<file path="config.mk">
export PLATFORM = sky130hd
export DESIGN_NAME = intf_byte_link
export DESIGN_NICKNAME = d
export VERILOG_FILES = /design/src/rtl/intf_byte_link.sv
export SDC_FILE = /design/constraint.sdc
export NUM_CORES = 1
export LEC_CHECK = 0
export ABC_CLOCK_PERIOD_IN_PS = 1200
export BUFFER_PORTS_ARGS = -buffer_cell sky130_fd_sc_hd__buf_2
export CAP_MARGIN = 10
export CORE_ASPECT_RATIO = 1.1
export CORE_MARGIN = 4
export CORE_UTILIZATION = 39
export CTS_CLUSTER_SIZE = 40
export DETAILED_ROUTE_END_ITERATION = 8
export PLACE_DENSITY_LB_ADDON = 0.2
export SLEW_MARGIN = 20
export SYNTH_ARGS = -nofsm -noshare
export SYNTH_HDL_FRONTEND = slang
export SYNTH_SLANG_ARGS = --single-unit
</file>
<file path="constraint.sdc">
create_clock -name clk -period 1.2 [get_ports clk]
set_input_delay 0.12 -clock clk [delete_from_list [all_inputs] [get_ports clk]]
set_output_delay 0.12 -clock clk [all_outputs]
set_load 0.02 [all_outputs]
</file>
<file path="src/rtl/intf_byte_link.sv">
// Shared signed-byte carrier: priority-arbitrated multi-writer register with a
// sticky valid flag, a conflict pulse and width-derived constant taps.
module intf_byte_link #(
  parameter int DATA_W     = 8,
  parameter int NUM_WR     = 2,
  parameter int NUM_TAPS   = 2,
  parameter int TAP_OFFSET = 5
) (
  input  logic                     clk,
  input  logic                     rst_n,
  input  logic [NUM_WR-1:0]        wr_en,
  input  logic [NUM_WR*DATA_W-1:0] wr_data,
  output logic [DATA_W-1:0]        x,
  output logic                     x_valid,
  output logic                     conflict,
  output logic [7:0]               width_o,
  output logic [NUM_TAPS*8-1:0]    taps
);

  logic [DATA_W-1:0] sel_data;
  logic              any_wr;
  logic              multi_wr;
  logic              found;

  // Lowest-index asserted writer wins.
  always_comb begin
    sel_data = '0;
    found    = 1'b0;
    for (int unsigned i = 0; i < NUM_WR; i++) begin
      if (wr_en[i] && !found) begin
        sel_data = wr_data[i*DATA_W +: DATA_W];
        found    = 1'b1;
      end
    end
  end

  assign any_wr   = |wr_en;
  // Clearing the lowest set bit leaves something only if two or more are set.
  assign multi_wr = |(wr_en & (wr_en - NUM_WR'(1)));

  always_ff @(posedge clk or negedge rst_n) begin
    if (!rst_n) begin
      x        <= '0;
      x_valid  <= 1'b0;
      conflict <= 1'b0;
    end else begin
      if (any_wr) begin
        x       <= sel_data;
        x_valid <= 1'b1;
      end
      conflict <= multi_wr;
    end
  end

  localparam int WIDTH_VAL = DATA_W;
  assign width_o = WIDTH_VAL[7:0];

  for (genvar k = 0; k < NUM_TAPS; k++) begin : g_tap
    localparam int TAP_VAL = DATA_W - TAP_OFFSET + k;
    assign taps[k*8 +: 8] = TAP_VAL[7:0];
  end

endmodule

</file>
==> results of run 1 <==
-- sequential cells by signal, summed over array words and instances, names as in the netlist --
register  count
conflict      1
x             8
x_valid       1
-- per-layer routing --
layer / track usage (%) / vias to the layer above
li1: - / 215
met1: 10.51 / 199
met2: 16.97 / 35
met3: 4.000 / 0
met4: 5.687 / 0
met5: 0 / -
-- how the worst min path moves through the flow --
| stage | start | to | slack [ns] | cells past startpoint |
|---|---|---|---|---|
| floorplan | rst_n | conflict | -0.18 | 0 |
| global placement | rst_n | x[7] | -0.01 | 1 |
| detailed placement | rst_n | x[7] | -0.008 | 1 |
| CTS | wr_data[7] | x[7] | 0.06 | 3 |
| global route | wr_data[7] | x[7] | 0.07 | 3 |
| finish | wr_data[2] | x[2] | 0.07 | 3 |
-- power by group --
group	internal, mW	total (mW)	switching (mW)	leakage (nW)
combinational	0.0649	0.219	0.154	0.276
clock	0.115	0.214	0.0994	0.0138
sequential	0.364	0.375	0.0109	0.118
total	0.544	0.808	0.264	0.408
-- cell type report --
| class | count | area (um^2) | share of cell area, % |
|---|---|---|---|
| multi-input combinational | 50 | 254.0 | 36.19 |
| sequential | 10 | 250.2 | 35.65 |
| timing repair buffer | 30 | 155.1 | 22.10 |
| clock buffer | 3 | 22.52 | 3.209 |
| tap | 16 | 20.02 | 2.852 |
-- stage by stage --
| stage | cell area (um^2) | utilization (%) | total power, mW | worst slack, ns |
|---|---|---|---|---|
| global placement | 669.4 | 46.60 | 0.5954 | 0.3880 |
| detailed placement | 669.4 | 46.60 | 0.5976 | 0.3791 |
| finish | 701.9 | 48.87 | 0.8078 | 0.2919 |
| floorplan | 703.2 | - | 0.5891 | 0.3320 |
| CTS | 701.9 | 48.87 | 0.8222 | 0.2788 |
| global route | 701.9 | 48.87 | 0.8662 | 0.2447 |
-- cell families after synthesis --
group	synth area share, %
simple gates	7.058
flops	40.32
compound gates	6.452
other cells	1.210
buf+inv	32.06
mux	12.90
-- what timing repair did --
action,4_1_cts,5_1_grt
hold buffers,1,0
hold endpoints to repair,10,0
endpoints found under the setup margin,0,0
-- placed cells by master, fill, tap and decap left out --
| cell | instances |
|---|---|
| sky130_fd_sc_hd__buf_2 | 29 |
| sky130_fd_sc_hd__conb_1 | 24 |
| sky130_fd_sc_hd__dfrtp_1 | 10 |
| sky130_fd_sc_hd__mux2i_1 | 8 |
| sky130_fd_sc_hd__nand2_1 | 8 |
| sky130_fd_sc_hd__o21ai_0 | 8 |
| sky130_fd_sc_hd__clkbuf_4 | 3 |
| sky130_fd_sc_hd__and2_2 | 1 |
| sky130_fd_sc_hd__or3_1 | 1 |
| sky130_fd_sc_hd__dlygate4sd3_1 | 1 |
==> impl_metrics.tcl, run 1 <==
set metrics [dict create \
    synth_most_common_cell "sky130_fd_sc_hd__buf_4" \
    critPathCapture "x[5]" \
    post_route_cells_drive_above_1_share_pct 35.48 \
    yosys_warnings 0 \
    final_cells 109 \
    route.antenna.remaining_nets 0 \
    io_buffers 29 \
    grt_first_pass_wirelength_um 1718 \
    criticalPathCategory "register to output port" \
    cts_tree "yes" \
    m1WireLength_um 364 \
    ys_ff_latch 10 \
    floorplan.core_area_mm2 0.001436 \
    static-leakage-power_nw 0.4082 \
    design.final.nets 115 \
    worstSetupStartpointType "register" \
    synth.top_cells.by_count "sky130_fd_sc_hd__buf_4 (25), sky130_fd_sc_hd__dfrtp_1 (10), sky130_fd_sc_hd__mux2i_1 (8), sky130_fd_sc_hd__nand2_1 (8), sky130_fd_sc_hd__o21ai_0 (8)" \
    outcome "finished clean" \
    initial_core_util_pct 43.21 \
    skew_ns 0 \
    design.portCount 54 \
    clock_tree.root_cell "sky130_fd_sc_hd__clkbuf_4" \
    cts_repair_resize_count 0 \
    critical-path-slowest-cell "sky130_fd_sc_hd__dfrtp_1" \
    fp.dieArea_mm2 0.002294 \
    cts_buffer_depth 2 \
    period_minus_slack_ns 0.9081 \
    final_min_period_over_clock_period_pct 75.68 \
    die-width_um 46.04 \
    postSynth.topFlopCell "sky130_fd_sc_hd__dfrtp_1" \
    timing.critical_path.required_ns 1.08 \
    first_pass_iteration_count_of_the_detailed_router 4 \
    path_depth 1 \
    gpl.final_weighted_congestion 0.6785 \
    worstSetupEndpointType "output port" \
    via_count 449 \
    post_cts.repair.setup_buffers 0 \
    fmaxAchievable_ghz 1.101 \
    netlist_top_cells_area "sky130_fd_sc_hd__dfrtp_1 (40%), sky130_fd_sc_hd__buf_4 (30%), sky130_fd_sc_hd__mux2i_1 (13%)" \
    syn-instance-count 64 \
    cap_viol_max_count 0 \
    die-height_um 49.84 \
    grt_use_total_pct 10.26 \
    setup_repair_after_global_routing_missed_its_margin "no" \
    met2_routed_length_um 578 \
    cts.sinks 10 \
    setup_viol 0 \
    area_growth_from_synthesis_to_final_layout_pct 13.10 \
    timing.critical_path.arrival_ns 0.79 \
    finalMaxSlewViolations 0 \
    timing.critical_path.cells "buf_2" \
    worstSkewPairLatency_ns 0.25 \
    synthesis.area_um2 620.6 \
    largest_net_degree_at_the_start_of_global_routing 19 \
    clock_slew_at_the_register_clock_pins_of_the_worst_setup_and_hold_paths_ns 0.06 \
    vdd_ir_drop_max_uv 484.6 \
    met3_wirelength_from_detailed_routing_um 211 \
    avgSynthCellArea_um2 9.697 \
    whs_ns 0.07237 \
    cts_inserted_buffers 3 \
    drt_iter0_drc 2 \
    num-fill-cells 161 \
    count_of_flip_flops_with_a_built_in_enable_after_synthesis 0 \
    reg2reg_to "x_valid" \
    placed_cells 105 \
    timing.final.hold_violations 0 \
    diodes 0 \
    synth.yosys.seq_area_share_pct 40.32 \
    wire_per_inst_um 10.59 \
    postRouteWirelength_um 1154 \
    ys_types 9 \
    placed_wire_length_estimate_after_detailed_placement_um 943.9 \
    critPathLaunch "x[5]" \
    std_cell_rows 14 \
    synth_top_area_cell "sky130_fd_sc_hd__dfrtp_1" \
    via_per_inst 4.119 \
    crit_family "flip-flops" \
    r2r-start "x_valid" \
    final.setup.tns_ns 0 \
    critical_path.max_stage_delay_ns 0.38 \
    highest_layer "met3" \
    synthDominantCellAreaShare_pct 40.32 \
    cts-htree-levels 1 \
    r2r.worst_path.cells 1 \
    critical_path_buf_inv_count 1 \
    antenna_found_initial 0 \
    first_global_vias 424 \
    drc 0 \
    grt_remaining_overflow 0 \
    crit_fanout 2 \
    worstHoldPathType "input pin to register" \
    power.density_mw_per_mm2 1151 \
    synth_async_sr_flop_share_pct 100.0 \
    setup.reg_to_reg.worst_slack_ns 0.41 \
]
No activity file was read; power rests on OpenSTA's default activity.
==> run 2, diff against run 1 <==
--- a/config.mk
+++ b/config.mk
@@ -5,12 +5,12 @@
 export SDC_FILE = /design/constraint.sdc
 export NUM_CORES = 1
 export LEC_CHECK = 0
-export ABC_CLOCK_PERIOD_IN_PS = 1200
+export ABC_CLOCK_PERIOD_IN_PS = 800
 export BUFFER_PORTS_ARGS = -buffer_cell sky130_fd_sc_hd__buf_2
 export CAP_MARGIN = 10
 export CORE_ASPECT_RATIO = 1.1
 export CORE_MARGIN = 4
-export CORE_UTILIZATION = 39
+export CORE_UTILIZATION = 33
 export CTS_CLUSTER_SIZE = 40
 export DETAILED_ROUTE_END_ITERATION = 8
 export PLACE_DENSITY_LB_ADDON = 0.2
==> constraint.sdc (replaced) <==
create_clock -name clk -period 0.8 [get_ports clk]
set_input_delay 0.08 -clock clk [delete_from_list [all_inputs] [get_ports clk]]
set_output_delay 0.08 -clock clk [all_outputs]
set_load 0.02 [all_outputs]
==> run 2 against run 1 <==
  * Clock skew unchanged
  * Core utilization down 5.0 points
  * Routed wire length up 4.0%
  * Non-clock buffer count up 2
  * Sequential share of layout area down 3.7 points
  * First-iteration DRC count down 100%
  * Combinational power up 76%
  * Die area up 15%
  * The flow now finishes with violations (setup timing)
  * Flip-flop and latch count unchanged
==> impl_metrics.tcl, run 2 (same netlist as run 1, synthesis figures left out) <==
set metrics [dict create \
    power.density_mw_per_mm2 1649 \
    cts.sinks 10 \
    worstSetupStartpointType "register" \
    criticalPathCategory "register to output port" \
    cts-htree-levels 1 \
    first_global_vias 391 \
    grt_use_total_pct 9.440 \
    die-height_um 53.48 \
    design.final.nets 117 \
    largest_net_degree_at_the_start_of_global_routing 12 \
    violated_checks "setup timing" \
    layout_top_registers "x x8, conflict x1, x_valid x1" \
    largest_register_ffs 8 \
    crit_fanout 2 \
    antenna_found_initial 0 \
    cell_internal_pwr_mw 0.8722 \
    grt_first_pass_wirelength_um 1745 \
    period_minus_slack_ns 0.8743 \
    via_per_inst 3.973 \
    layout.core_utilization_pct 43.89 \
    worst_slack_ns -0.07429 \
    switching_share_pct 32.36 \
    wire_per_inst_um 10.62 \
    clock_slew_at_the_register_clock_pins_of_the_worst_setup_and_hold_paths_ns 0.06 \
    cts_inserted_buffers 3 \
    io_buffers 29 \
    worstHoldPathType "input pin to register" \
    grt_remaining_overflow 0 \
    fp.dieArea_mm2 0.002639 \
    cap_viol_max_count 0 \
    fmaxAchievable_ghz 1.144 \
    diodes 0 \
    design.portCount 54 \
    die-width_um 49.35 \
    floorplan.core_area_mm2 0.001782 \
    cts_buffer_depth 2 \
    std_cell_rows 16 \
    area_growth_from_synthesis_to_final_layout_pct 26.01 \
    gpl.final_weighted_congestion 0.6321 \
    vdd_ir_drop_max_uv 570.1 \
    postRouteWirelength_um 1200 \
    timing.final.hold_violations 0 \
    setup_repair_after_global_routing_missed_its_margin "yes" \
    via_count 449 \
    finalMaxSlewViolations 0 \
    outcome "finished with violations" \
    placed_cells 108 \
    post_route_cells_drive_above_1_share_pct 36.84 \
    timing.critical_path.cells "buf_6" \
    layout.cells.most_common_list "sky130_fd_sc_hd__conb_1 (24), sky130_fd_sc_hd__buf_2 (19), sky130_fd_sc_hd__dfrtp_1 (10), sky130_fd_sc_hd__buf_6 (10)" \
    placed_wire_length_estimate_after_detailed_placement_um 911 \
    critical_path_buf_inv_count 1 \
    first_pass_iteration_count_of_the_detailed_router 1 \
    critical-path-slowest-cell "sky130_fd_sc_hd__dfrtp_1" \
    dpl_cell_area_um2 679.4 \
    clockPowerShare_pct 25.6 \
    p_seq_share_pct 44.5 \
    critical_path.max_stage_delay_ns 0.39 \
    timing.critical_path.arrival_ns 0.79 \
    route.antenna.remaining_nets 0 \
    static-leakage-power_nw 0.4379 \
    initial_core_util_pct 34.83 \
    skew_ns 0 \
    cts_tree "yes" \
    mostFrequentLayoutCell "sky130_fd_sc_hd__conb_1" \
    most_flops_register "x" \
    final_min_period_over_clock_period_pct 109.3 \
    worstSkewPairLatency_ns 0.26 \
    clock_tree.root_cell "sky130_fd_sc_hd__clkbuf_4" \
    final_cells 113 \
    drc 0 \
    fin_area_um2 782.0 \
    worstSetupEndpointType "output port" \
    pwr-share-comb_pct 29.9 \
    crit_family "flip-flops" \
    p_sw_mw 0.4172 \
    setup_viol 12 \
    drt_iter0_drc 0 \
    timing.critical_path.required_ns 0.72 \
    final.setup.tns_ns -0.6382 \
]
run 2: cell count changes in the layout (fill, tap and decap cells not counted):
cell,change
sky130_fd_sc_hd__buf_2,-10
sky130_fd_sc_hd__buf_4,+2
sky130_fd_sc_hd__o21ai_0,-1
sky130_fd_sc_hd__o21ai_1,+1
sky130_fd_sc_hd__buf_6,+10
run 2: layout make-up:
class                   count  area, um^2
clock buffers               3       22.52
repair buffers             32       232.7
multi-input cells          50       254.0
flip-flops and latches     10       250.2
fillers                   189       999.7
well taps                  18       22.52
run 2: metrics by stage:
stage | power, mW | hold slack [ns] | worst slack, ns
floorplan | 0.8836 | -0.2156 | -0.06801
global placement | 0.8978 | -0.04649 | 0.02448
detailed placement | 0.9000 | -0.05170 | 0.01817
CTS | 1.319 | 0.01375 | -0.09303
global route | 1.373 | 0.01242 | -0.1112
finish | 1.289 | 0.02499 | -0.07429
run 2: power by group through the flow:
stage                     clock network (mW)  registers, mW  logic [mW]
after global placement                     0          0.572       0.326
after global routing                   0.376          0.579       0.418
after detailed placement                   0          0.573       0.327
final                                  0.330          0.574       0.386
after CTS                              0.360          0.573       0.386
after floorplan                            0          0.625       0.259
run 2: timing repair:
action | 4_1_cts | 5_1_grt
setup endpoints to repair | 10 | 12
gates resized for setup | 21 | 0
setup buffers | 1 | 0
hold buffers | 1 | 0
hold endpoints to repair | 10 | 0
run 2: path summary, 6_finish.rpt:
kind / startpoint / endpoint / slack, ns / cells past startpoint
worst max-delay path: x[3] / x[3] / -0.07 / 1
worst min-delay path: wr_data[3] / x[3] / 0.02 / 3
worst max register to register: x[1] / x[1] / -0.02 / 3
worst min register to register: x_valid / x_valid / 0.49 / 1
max in group asynchronous: rst_n / x_valid / 0.41 / 2
min in group asynchronous: rst_n / x[1] / 0.20 / 2
run 2: worst min-delay path: stages:
cell	delay [ns]
sky130_fd_sc_hd__buf_2	0.08
sky130_fd_sc_hd__nand2_1	0.04
sky130_fd_sc_hd__o21ai_0	0.06
run 2: layer usage:
layer	GRT usage (%)	share of wire, %
met5	0	0
met4	7.109	2.6
met3	3.662	12
met2	14.06	50
met1	10.92	36
==> run 3, diff against run 2 <==
--- a/config.mk
+++ b/config.mk
@@ -13,7 +13,8 @@
 export CORE_UTILIZATION = 33
 export CTS_CLUSTER_SIZE = 40
 export DETAILED_ROUTE_END_ITERATION = 8
-export PLACE_DENSITY_LB_ADDON = 0.2
+export PLACE_DENSITY = 0.74
+export SETUP_SLACK_MARGIN = 0.02
 export SLEW_MARGIN = 20
 export SYNTH_ARGS = -nofsm -noshare
 export SYNTH_HDL_FRONTEND = slang
==> run 3 against run 2 <==
  * The flow still finishes with violations (setup timing)
  * Routed wire length grew 1.7%
  * Register-to-register slack got worse by 0.02 ns
  * Core utilization is 0.84 points higher
  * Power grew 1.2%
  * Maximum frequency down 0.59%
  * Highest routed layer unchanged
==> impl_metrics.tcl, run 3 (same netlist as run 1, synthesis figures left out) <==
set metrics [dict create \
    critical_path.max_stage_delay_ns 0.40 \
    diodes 0 \
    skew_ns 0 \
    drt_iter0_drc 2 \
    first_pass_iteration_count_of_the_detailed_router 2 \
    outcome "finished with violations" \
    setup_viol 14 \
    die-width_um 49.35 \
    via_count 476 \
    largest_net_degree_at_the_start_of_global_routing 18 \
    layout_top_registers "x x8, conflict x1, x_valid x1" \
    finalMaxSlewViolations 0 \
    design.portCount 54 \
    vdd_ir_drop_max_uv 611.5 \
    static-leakage-power_nw 0.4478 \
    crit_family "flip-flops" \
    antenna_found_initial 0 \
    cts_buffer_depth 2 \
    postRouteWirelength_um 1220 \
    worst_slack_ns -0.07950 \
    timing.critical_path.cells "buf_6" \
    initial_core_util_pct 34.83 \
    std_cell_rows 16 \
    route.antenna.remaining_nets 0 \
    period_minus_slack_ns 0.8795 \
    r2r-start "x[1]" \
    critical_path_buf_inv_count 1 \
    most_flops_register "x" \
    clock_slew_at_the_register_clock_pins_of_the_worst_setup_and_hold_paths_ns 0.06 \
    largest_register_ffs 8 \
    timing.final.hold_violations 0 \
    timing.critical_path.arrival_ns 0.80 \
    r2r.worst_path.cells 3 \
    critPathLaunch "x[6]" \
    criticalPathCategory "register to output port" \
    worstSetupEndpointType "output port" \
    placed_cells 108 \
    cap_viol_max_count 0 \
    die-height_um 53.48 \
    critical-path-slowest-cell "sky130_fd_sc_hd__dfrtp_1" \
    setup_repair_after_global_routing_missed_its_margin "yes" \
    final_min_period_over_clock_period_pct 109.9 \
    clock_tree.root_cell "sky130_fd_sc_hd__clkbuf_4" \
    grt_use_total_pct 9.495 \
    reg2reg_to "x[1]" \
    first_global_vias 441 \
    design.final.nets 119 \
    cts_inserted_buffers 3 \
    fp.dieArea_mm2 0.002639 \
    via_per_inst 4.139 \
    area_growth_from_synthesis_to_final_layout_pct 28.43 \
    wire_per_inst_um 10.61 \
    drc 0 \
    post_route_cells_drive_above_1_share_pct 38.14 \
    fmaxAchievable_ghz 1.137 \
    grt_remaining_overflow 0 \
    layout.cells.most_common_list "sky130_fd_sc_hd__conb_1 (24), sky130_fd_sc_hd__buf_2 (19), sky130_fd_sc_hd__dfrtp_1 (10), sky130_fd_sc_hd__buf_6 (10)" \
    worstHoldPathType "input pin to register" \
    cts.sinks 10 \
    timing.critical_path.required_ns 0.72 \
    power.density_mw_per_mm2 1636 \
    layout.core_utilization_pct 44.73 \
    violated_checks "setup timing" \
    cts-htree-levels 1 \
    cts_tree "yes" \
    critPathCapture "x[6]" \
    final_cells 115 \
    floorplan.core_area_mm2 0.001782 \
    path_depth 1 \
    gpl.final_weighted_congestion 0.6618 \
    power.total_mw 1.304 \
    worstSkewPairLatency_ns 0.25 \
    placed_wire_length_estimate_after_detailed_placement_um 925.3 \
    io_buffers 29 \
    placement_stage_worst_setup_slack_ns 0.0003079 \
    whs_ns 0.03070 \
    mostFrequentLayoutCell "sky130_fd_sc_hd__conb_1" \
    crit_fanout 2 \
    setup.reg_to_reg.worst_slack_ns -0.04 \
    grt_first_pass_wirelength_um 1869 \
    worstSetupStartpointType "register" \
]
-- run 3: cell count changes in the layout (fill, tap and decap cells not counted), sizes merged --
cell,change
buf,+2
-- run 3: layout make-up --
| class | count | area (um^2) |
|---|---|---|
| multi-input combinational | 50 | 254.0 |
| fill | 163 | 984.7 |
| sequential | 10 | 250.2 |
| timing repair buffer | 34 | 247.7 |
| clock buffer | 3 | 22.52 |
| tap | 18 | 22.52 |
-- run 3: timing repair --
action,4_1_cts,5_1_grt
hold buffers,1,0
endpoints found under the setup margin,11,18
pin swaps,0,0
buffers inserted,3,0
endpoints found under the hold margin,10,0
gates resized for setup,23,4
-- run 3: report_power, final --
part	switching, mW	internal (mW)
Sequential	0.0275	0.546
Clock	0.152	0.173
Combinational	0.240	0.166
-- run 3: through the flow --
step | cell area, um^2 | setup TNS (ns)
after floorplan | 703.2 | -0.06801
after global placement | 679.4 | 0
after detailed placement | 679.4 | 0
after CTS | 797.0 | -0.7596
after global routing | 797.0 | -1.133
final | 797.0 | -0.6622
-- run 3: layer usage --
layer  track usage, %  up-vias  routed length, um
li1                 -      225                  -
met4            7.109        0                 16
met5                0        -                  0
met1            8.518      211                394
met2            16.74       38                588
met3            4.507        2                220
-- run 3: worst min-delay path by stage --
| stage | cells past startpoint | to | startpoint | slack [ns] |
|---|---|---|---|---|
| finish | 3 | x[5] | wr_data[5] | 0.03 |
| detailed placement | 1 | x[2] | rst_n | -0.05 |
| floorplan | 0 | conflict | rst_n | -0.22 |
| global placement | 1 | x_valid | rst_n | -0.05 |
| CTS | 3 | x[3] | wr_data[3] | 0.02 |
| global route | 2 | x_valid | wr_en[0] | 0.04 |
